## config.mk

```make
export PLATFORM = sky130hd
export DESIGN_NAME = codec_cfg_sequencer_flat
export DESIGN_NICKNAME = d
export VERILOG_FILES = /design/src/rtl/codec_cfg_sequencer_pkg.sv /design/src/rtl/codec_cfg_sequencer_if.sv /design/src/rtl/codec_cfg_rom.sv /design/src/rtl/codec_cfg_sequencer.sv /design/src/flat_wrapper.sv
export SDC_FILE = /design/constraint.sdc
export NUM_CORES = 1
export LEC_CHECK = 0
export CAP_MARGIN = 15
export CORE_AREA = 2 2 72 74
export CTS_CLUSTER_DIAMETER = 80
export DETAILED_ROUTE_END_ITERATION = 7
export DIE_AREA = 0 0 74 76
export PLACE_DENSITY = 0.68
export SLEW_MARGIN = 20
export SYNTH_ARGS = -nofsm -noshare
export SYNTH_HDL_FRONTEND = slang
export SYNTH_SLANG_ARGS = --single-unit
```

## constraint.sdc

```tcl
create_clock -name clock_i2c -period 3.39 [get_ports clock_i2c]
set_clock_uncertainty 0.05 [all_clocks]
set_input_delay 0.678 -clock clock_i2c [delete_from_list [all_inputs] [get_ports clock_i2c]]
set_output_delay 0.678 -clock clock_i2c [all_outputs]
set_load 0.01 [all_outputs]
```

## src/rtl/codec_cfg_sequencer_pkg.sv

```systemverilog
// Shared types and WM8731 register words for the codec configuration sequencer.
// Build option CODEC_CFG_RESET_EN adds a codec reset write ahead of the table.
package codec_cfg_sequencer_pkg;

    localparam logic [7:0] CODEC_ADDR_W    = 8'h34;
    localparam int         CFG_TABLE_DEPTH = 10;

`ifdef CODEC_CFG_RESET_EN
    localparam int RESET_ENTRIES = 1;
`else
    localparam int RESET_ENTRIES = 0;
`endif

    // Register words are {reg[6:0], data[8:0]} as the WM8731 expects them on the wire
    localparam logic [15:0] REG_RESET     = 16'h1E00;
    localparam logic [15:0] REG_LLINE_IN  = 16'h0017;
    localparam logic [15:0] REG_RLINE_IN  = 16'h0217;
    localparam logic [15:0] REG_LHP_OUT   = 16'h047F;
    localparam logic [15:0] REG_RHP_OUT   = 16'h067F;
    localparam logic [15:0] REG_AN_PATH   = 16'h0812;
    localparam logic [15:0] REG_DIG_PATH  = 16'h0A06;
    localparam logic [15:0] REG_PWR_DOWN  = 16'h0C00;
    localparam logic [15:0] REG_DIG_IFACE = 16'h0E01;
    localparam logic [15:0] REG_SRATE     = 16'h1002;
    localparam logic [15:0] REG_ACTIVE    = 16'h1201;

    typedef enum logic [2:0] {
        ST_IDLE,
        ST_LOAD,
        ST_ARM,
        ST_XFER,
        ST_CHECK,
        ST_GAP,
        ST_DONE,
        ST_ERROR
    } cfg_state_e;

    function automatic logic [23:0] cfg_frame(input logic [7:0] addr, input logic [15:0] word);
        return {addr, word};
    endfunction

endpackage

```

## src/rtl/codec_cfg_sequencer_if.sv

```systemverilog
// Handshake between the configuration sequencer and the 3-byte I2C write serializer.
interface codec_cfg_sequencer_if;
    logic [23:0] i2c_data;
    logic        start;
    logic        tr_end;
    logic        ack;

    modport master (output i2c_data, output start, input tr_end, input ack);
    modport slave  (input i2c_data, input start, output tr_end, output ack);
endinterface

```

## src/rtl/codec_cfg_rom.sv

```systemverilog
// Index -> register word lookup for the power-up sequence.
// With CODEC_CFG_RESET_EN the reset write sits at index 0 and the table follows it.
module codec_cfg_rom
    import codec_cfg_sequencer_pkg::*;
(
    input  logic [4:0]  index,
    output logic [15:0] word
);
    logic [4:0] tidx;

    always_comb begin
        tidx = index - 5'(RESET_ENTRIES);
        word = '0;
        case (tidx)
            5'd0:    word = REG_LLINE_IN;
            5'd1:    word = REG_RLINE_IN;
            5'd2:    word = REG_LHP_OUT;
            5'd3:    word = REG_RHP_OUT;
            5'd4:    word = REG_AN_PATH;
            5'd5:    word = REG_DIG_PATH;
            5'd6:    word = REG_PWR_DOWN;
            5'd7:    word = REG_DIG_IFACE;
            5'd8:    word = REG_SRATE;
            5'd9:    word = REG_ACTIVE;
            default: word = '0;
        endcase
`ifdef CODEC_CFG_RESET_EN
        if (index == 5'd0) word = REG_RESET;
`endif
    end

endmodule

```

## src/rtl/codec_cfg_sequencer.sv

```systemverilog
// WM8731 power-up sequencer: one {DEV_ADDR, word} write per table entry, with retry on NACK/timeout.
// Build option CODEC_CFG_RESET_EN prepends a codec reset write (one extra entry).
module codec_cfg_sequencer
    import codec_cfg_sequencer_pkg::*;
#(
    parameter logic [7:0] DEV_ADDR   = CODEC_ADDR_W,
    parameter int         NUM_REGS   = CFG_TABLE_DEPTH,
    parameter int         MAX_RETRY  = 3,
    parameter int         GAP_CYCLES = 4,
    parameter int         TIMEOUT    = 64,
    parameter bit         AUTO_START = 1'b1
) (
    input  logic                          clock_i2c,
    input  logic                          reset_n,
    input  logic                          go,
    codec_cfg_sequencer_if.master         ser,
    output logic                          busy,
    output logic                          cfg_done,
    output logic                          cfg_err,
    output logic [4:0]                    cur_index,
    output logic [1:0]                    retry_cnt
);
    localparam int               NUM_WRITES = NUM_REGS + RESET_ENTRIES;
    localparam logic [4:0]       LAST_IDX   = 5'(NUM_WRITES - 1);
    localparam logic [1:0]       RETRY_MAX  = 2'(MAX_RETRY);
    localparam int               CNT_W      = $clog2(TIMEOUT + GAP_CYCLES + 2) + 1;
    localparam logic [CNT_W-1:0] ARM_LAST   = CNT_W'(1);
    localparam logic [CNT_W-1:0] XFER_LAST  = CNT_W'(TIMEOUT - 1);
    localparam logic [CNT_W-1:0] GAP_LAST   = CNT_W'(GAP_CYCLES - 1);

    cfg_state_e       state, state_nxt;
    logic [CNT_W-1:0] cnt, cnt_nxt;
    logic             timed_out, tmo_nxt;
    logic             xfer_fail, restart;
    logic [15:0]      rom_word;
    logic [23:0]      data_nxt;
    logic             start_nxt, busy_nxt, done_nxt, err_nxt;
    logic [4:0]       idx_nxt;
    logic [1:0]       rc_nxt;

    codec_cfg_rom u_rom (
        .index (cur_index),
        .word  (rom_word)
    );

    // A watchdog expiry counts as a failed attempt exactly like a NACK
    assign xfer_fail = timed_out || ser.ack;

    always_comb begin
        state_nxt = state;
        case (state)
            ST_IDLE:  if (AUTO_START || go) state_nxt = ST_LOAD;
            ST_LOAD:  state_nxt = ST_ARM;
            ST_ARM:   if (cnt == ARM_LAST) state_nxt = ST_XFER;
            ST_XFER:  if (ser.tr_end || cnt == XFER_LAST) state_nxt = ST_CHECK;
            ST_CHECK: begin
                if (!xfer_fail)
                    state_nxt = (cur_index == LAST_IDX) ? ST_DONE : ST_GAP;
                else
                    state_nxt = (retry_cnt < RETRY_MAX) ? ST_GAP : ST_ERROR;
            end
            ST_GAP:   if (cnt == GAP_LAST) state_nxt = ST_LOAD;
            ST_DONE,
            ST_ERROR: if (go) state_nxt = ST_LOAD;
            default:  state_nxt = ST_IDLE;
        endcase

        restart = (state_nxt == ST_LOAD) &&
                  (state == ST_IDLE || state == ST_DONE || state == ST_ERROR);

        // One counter serves ARM, XFER watchdog and GAP; it restarts on every state change
        cnt_nxt = (state_nxt == state) ? cnt + 1'b1 : '0;
        tmo_nxt = (state == ST_XFER) && !ser.tr_end;

        idx_nxt = cur_index;
        rc_nxt  = retry_cnt;
        if (restart) begin
            idx_nxt = '0;
            rc_nxt  = '0;
        end else if (state == ST_CHECK) begin
            if (!xfer_fail) begin
                rc_nxt = '0;
                if (state_nxt == ST_GAP) idx_nxt = cur_index + 5'd1;
            end else if (state_nxt == ST_GAP) begin
                rc_nxt = retry_cnt + 2'd1;
            end
        end

        data_nxt  = (state == ST_LOAD) ? cfg_frame(DEV_ADDR, rom_word) : ser.i2c_data;
        start_nxt = (state_nxt == ST_XFER) || (state_nxt == ST_CHECK);
        busy_nxt  = !(state_nxt == ST_IDLE || state_nxt == ST_DONE || state_nxt == ST_ERROR);
        done_nxt  = (state_nxt == ST_DONE);
        err_nxt   = (state_nxt == ST_ERROR);
    end

    // Outputs are registered from next-state values so they line up with the state they belong to
    always_ff @(posedge clock_i2c or negedge reset_n) begin
        if (!reset_n) begin
            state        <= ST_IDLE;
            cnt          <= '0;
            timed_out    <= 1'b0;
            ser.i2c_data <= '0;
            ser.start    <= 1'b0;
            busy         <= 1'b0;
            cfg_done     <= 1'b0;
            cfg_err      <= 1'b0;
            cur_index    <= '0;
            retry_cnt    <= '0;
        end else begin
            state        <= state_nxt;
            cnt          <= cnt_nxt;
            timed_out    <= tmo_nxt;
            ser.i2c_data <= data_nxt;
            ser.start    <= start_nxt;
            busy         <= busy_nxt;
            cfg_done     <= done_nxt;
            cfg_err      <= err_nxt;
            cur_index    <= idx_nxt;
            retry_cnt    <= rc_nxt;
        end
    end

endmodule

```

## src/flat_wrapper.sv

```systemverilog
// flat-port wrapper written by rule: the top's interface ports become plain ports
module codec_cfg_sequencer_flat import codec_cfg_sequencer_pkg::*;
#(
    parameter logic [7:0] DEV_ADDR   = CODEC_ADDR_W,
    parameter int         NUM_REGS   = CFG_TABLE_DEPTH,
    parameter int         MAX_RETRY  = 3,
    parameter int         GAP_CYCLES = 4,
    parameter int         TIMEOUT    = 64,
    parameter bit         AUTO_START = 1'b1
)
  (clock_i2c, reset_n, go, busy, cfg_done, cfg_err, cur_index, retry_cnt, ser_i2c_data, ser_start, ser_tr_end, ser_ack);
  codec_cfg_sequencer_if ser_i ();
  input  logic clock_i2c;
  input  logic reset_n;
  input  logic go;
  output logic busy;
  output logic cfg_done;
  output logic cfg_err;
  output logic [4:0] cur_index;
  output logic [1:0] retry_cnt;
  output wire logic [$bits(ser_i.i2c_data)-1:0] ser_i2c_data;
  output wire logic [$bits(ser_i.start)-1:0] ser_start;
  input wire logic [$bits(ser_i.tr_end)-1:0] ser_tr_end;
  input wire logic [$bits(ser_i.ack)-1:0] ser_ack;
  assign ser_i2c_data = ser_i.i2c_data;
  assign ser_start = ser_i.start;
  assign ser_i.tr_end = ser_tr_end;
  assign ser_i.ack = ser_ack;
  codec_cfg_sequencer #(.DEV_ADDR(DEV_ADDR), .NUM_REGS(NUM_REGS), .MAX_RETRY(MAX_RETRY), .GAP_CYCLES(GAP_CYCLES), .TIMEOUT(TIMEOUT), .AUTO_START(AUTO_START)) u_core (.clock_i2c(clock_i2c), .reset_n(reset_n), .go(go), .ser(ser_i), .busy(busy), .cfg_done(cfg_done), .cfg_err(cfg_err), .cur_index(cur_index), .retry_cnt(retry_cnt));
endmodule
```

==> impl_metrics.env <==
export IMPL_status="finished clean"
export IMPL_hold_path_class="flip-flop to flip-flop"
export IMPL_muxShareOfSynthArea=0
export IMPL_fin_total_pwr_mw=1.70
export IMPL_ys_ff_latch=33
export IMPL_antenna_found_initial=0
export IMPL_clk_pin_slew_worst_paths_ns=0.07
export IMPL_yosys_area_top_type="dfrtp_1"
export IMPL_grt_pass1_vias=1278
export IMPL_via_count=1389
export IMPL_area_growth_pct=19.7
export IMPL_post_cts_buffers=0
export IMPL_synth_adder_area_share=0.0466
export IMPL_synthXorXnorAreaFrac=0.0280
export IMPL_clock_sinks=33
export IMPL_crit_fanout=7
export IMPL_numCtsBuffers=5
export IMPL_synth_top_flop_cell="dfrtp_1"
export IMPL_netlist_top_cells_area="dfrtp_1 (44%), buf_4 (5.6%), ha_1 (4.7%)"
export IMPL_slowest_stage="clkdlybuf4s50_1"
export IMPL_cpLargestDelayFamily="simple AND/OR/NAND/NOR gates"
export IMPL_rows=26
export IMPL_wl_per_cell_um=12.5
export IMPL_ys_async_sr_fraction=1.00
export IMPL_synthDistinctLibCells=55
export IMPL_final_fill_count=486
export IMPL_htreeDepth=2
export IMPL_io_buffers=29
export IMPL_fp_dieW_um=74
export IMPL_vias_per_cell=4.86
export IMPL_synth_edf_count=0
export IMPL_critical_path_startpoint="ser_ack"
export IMPL_final_nets=227
export IMPL_setup_violations=0
export IMPL_dr_pass1_iters=4
export IMPL_drc=0
export IMPL_yosysSeqAreaShare=0.439
export IMPL_drtIter0Drc=97
export IMPL_finalCritPeriodShare=0.721
export IMPL_cts_resized=0
export IMPL_layout_commonest_cell="dfrtp_1"
export IMPL_hpwl_um=2650
export IMPL_design_core_area_um2=4910
export IMPL_initial_core_util=0.383
export IMPL_setup_tns_final_ns=0
export IMPL_n_antenna_cell=0
export IMPL_hold_buffers=0
export IMPL_yosysWarningCount=0
export IMPL_cp_arrival_ns=2.56
export IMPL_r2r_end="u_core.retry_cnt[0]$_DFFE_PN0P_"
export IMPL_r2r_cells=6
export IMPL_r2r_slack_ns=1.02
export IMPL_hold_violations=0
export IMPL_synth_compound_area_share=0.163
export IMPL_max_slew_margin=0.640
export IMPL_worstPathRequired_ns=3.50
export IMPL_period_needed_ns=2.44
export IMPL_gr_total_overflow=0
export IMPL_start_kind="input port"
export IMPL_ios=40
export IMPL_die_y_um=76
export IMPL_drive_above_1_share=0.120
export IMPL_layout_common_cells="dfrtp_1 (33), clkdlybuf4s50_1 (29), nand2_1 (18), o21ai_0 (15), nor2_1 (13)"
export IMPL_cts_tree="yes"
export IMPL_grt_pass1_wl_um=5970
export IMPL_worstSkewPairLatency_ns=0.28
export IMPL_routed_wl_um=3570
export IMPL_seq_area_um2=826
export IMPL_avgSynthCellArea_um2=9.89
export IMPL_cpPeakStageDelay_ns=0.46
export IMPL_synth_cells=190
export IMPL_multiInputGateArea_um2=901
export IMPL_peakVddDrop_mv=0.417
export IMPL_end_kind="flip-flop"
export IMPL_max_slew_worst_pin_slew_ns=0.541
export IMPL_maxCapViolations=0
export IMPL_yosysTopAreaCellShare=0.439
export IMPL_cts_root_buf="clkbuf_8"
export IMPL_grt_usage=0.136
export IMPL_rsz0062_at_grt="no"
export IMPL_gp_congestion=0.766
export IMPL_synth_simple_area_share=0.222
export IMPL_drv_slew=0
export IMPL_leakagePower_nw=0.966
export IMPL_cp_num_buf_inv=2
export IMPL_drtAntennaViolNets=0
export IMPL_grt_max_degree=34
export IMPL_crit_chain="clkdlybuf4s50_1 > or2_0 > o31ai_2 > nand3_1 > and4_1 > inv_4 > a211oi_2 > o21ai_1"
export IMPL_worst_path_stages=8
export IMPL_power_density_nw_per_um2=754
export IMPL_synth_top_family_by_area="simple AND/OR/NAND/NOR gates"
export IMPL_fmaxAchievable_mhz=409
export IMPL_cts_buffer_depth=2
export IMPL_crit_end="u_core.retry_cnt[0]$_DFFE_PN0P_"
export IMPL_critical_path_reg2reg_startpoint="u_core.state[2]$_DFF_PN0_"
export IMPL_die_area_um2=5620
export IMPL_path_class="input port to flip-flop"
export IMPL_synth_area_um2=1880
## registers in the layout, summed over array words and instances, names as in the netlist
name,count
u_core.cfg_done,1
u_core.timed_out,1
u_core.busy,1
u_core.retry_cnt,2
u_core.ser.i2c_data,10
u_core.cnt,8
u_core.cur_index,5
u_core.cfg_err,1
u_core.ser.start,1
u_core.state,3
## cell type report
class | instances | share of cell area
clock buffers | 7 | 0.0428
clock inverters | 1 | 0.00222
inverters | 9 | 0.0161
multi-input cells | 136 | 0.400
flip-flops and latches | 33 | 0.367
well taps | 70 | 0.0389
repair buffers | 30 | 0.132
## cells by family after synthesis
group,after synthesis
AND/OR/NAND/NOR,72
AO/OA/AOI/OAI,41
flip-flops,33
buffers and inverters,30
adder cells (fa/ha/maj),7
XOR/XNOR,6
other,1
## metrics by stage
stage | std cells | hold WS, ns | util | setup WS [ns] | cell area, um^2
after global routing | 286 | 0.459 | 0.458 | 0.803 | 2250
after global placement | 278 | 0.411 | 0.437 | 0.716 | 2150
after CTS | 286 | 0.436 | 0.458 | 0.941 | 2250
after detailed placement | 278 | 0.418 | 0.437 | 0.649 | 2150
final | 286 | 0.427 | 0.458 | 0.947 | 2250
after floorplan | 199 | 0.332 | - | 1.32 | 1910
## worst register-to-register path, cell delays in order, from the launching register on
cell	delay, ns
dfrtp_1	0.56
nand2b_1	0.27
nand2b_1	0.48
and4_1	0.51
inv_4	0.08
a211oi_2	0.20
o21ai_1	0.11
## where the power goes
| part | internal (mW) | switching [mW] |
|---|---|---|
| combinational | 0.345 | 0.407 |
| sequential | 0.501 | 0.122 |
| clock | 0.183 | 0.138 |
## cells in the mapped netlist, drive strengths merged (2+ instances only)
master / count
nand2: 18
nand3b: 2
a22o: 3
inv: 9
clkbuf: 4
xor2: 5
and3: 2
or2: 3
a21oi: 2
nor2: 13
nor4: 2
nor3: 9
nand2b: 4
nand4: 3
ha: 7
dfrtp: 33
nand3: 9
buf: 17
o21ai: 20
o31ai: 4
## metal layers
layer	global-route usage	wire [um]
met1	0.184	1630
met2	0.217	1730
met3	0.0317	168
met4	0.0382	42
met5	0	0
## worst min-delay path by stage
stage / from / endpoint / slack [ns] / cells after the start
after floorplan: reset_n / u_core.busy$_DFF_PN0_ / 0.33 / 0
after global placement: u_core.ser.i2c_data[10]$_DFFE_PN0P_ / u_core.ser.i2c_data[10]$_DFFE_PN0P_ / 0.41 / 2
after detailed placement: u_core.ser.i2c_data[10]$_DFFE_PN0P_ / u_core.ser.i2c_data[10]$_DFFE_PN0P_ / 0.42 / 2
after CTS: u_core.ser.i2c_data[10]$_DFFE_PN0P_ / u_core.ser.i2c_data[10]$_DFFE_PN0P_ / 0.44 / 2
after global routing: u_core.ser.i2c_data[10]$_DFFE_PN0P_ / u_core.ser.i2c_data[10]$_DFFE_PN0P_ / 0.46 / 2
final: u_core.ser.i2c_data[11]$_DFFE_PN0P_ / u_core.ser.i2c_data[11]$_DFFE_PN0P_ / 0.43 / 2
No activity file was read; power rests on OpenSTA's default activity.
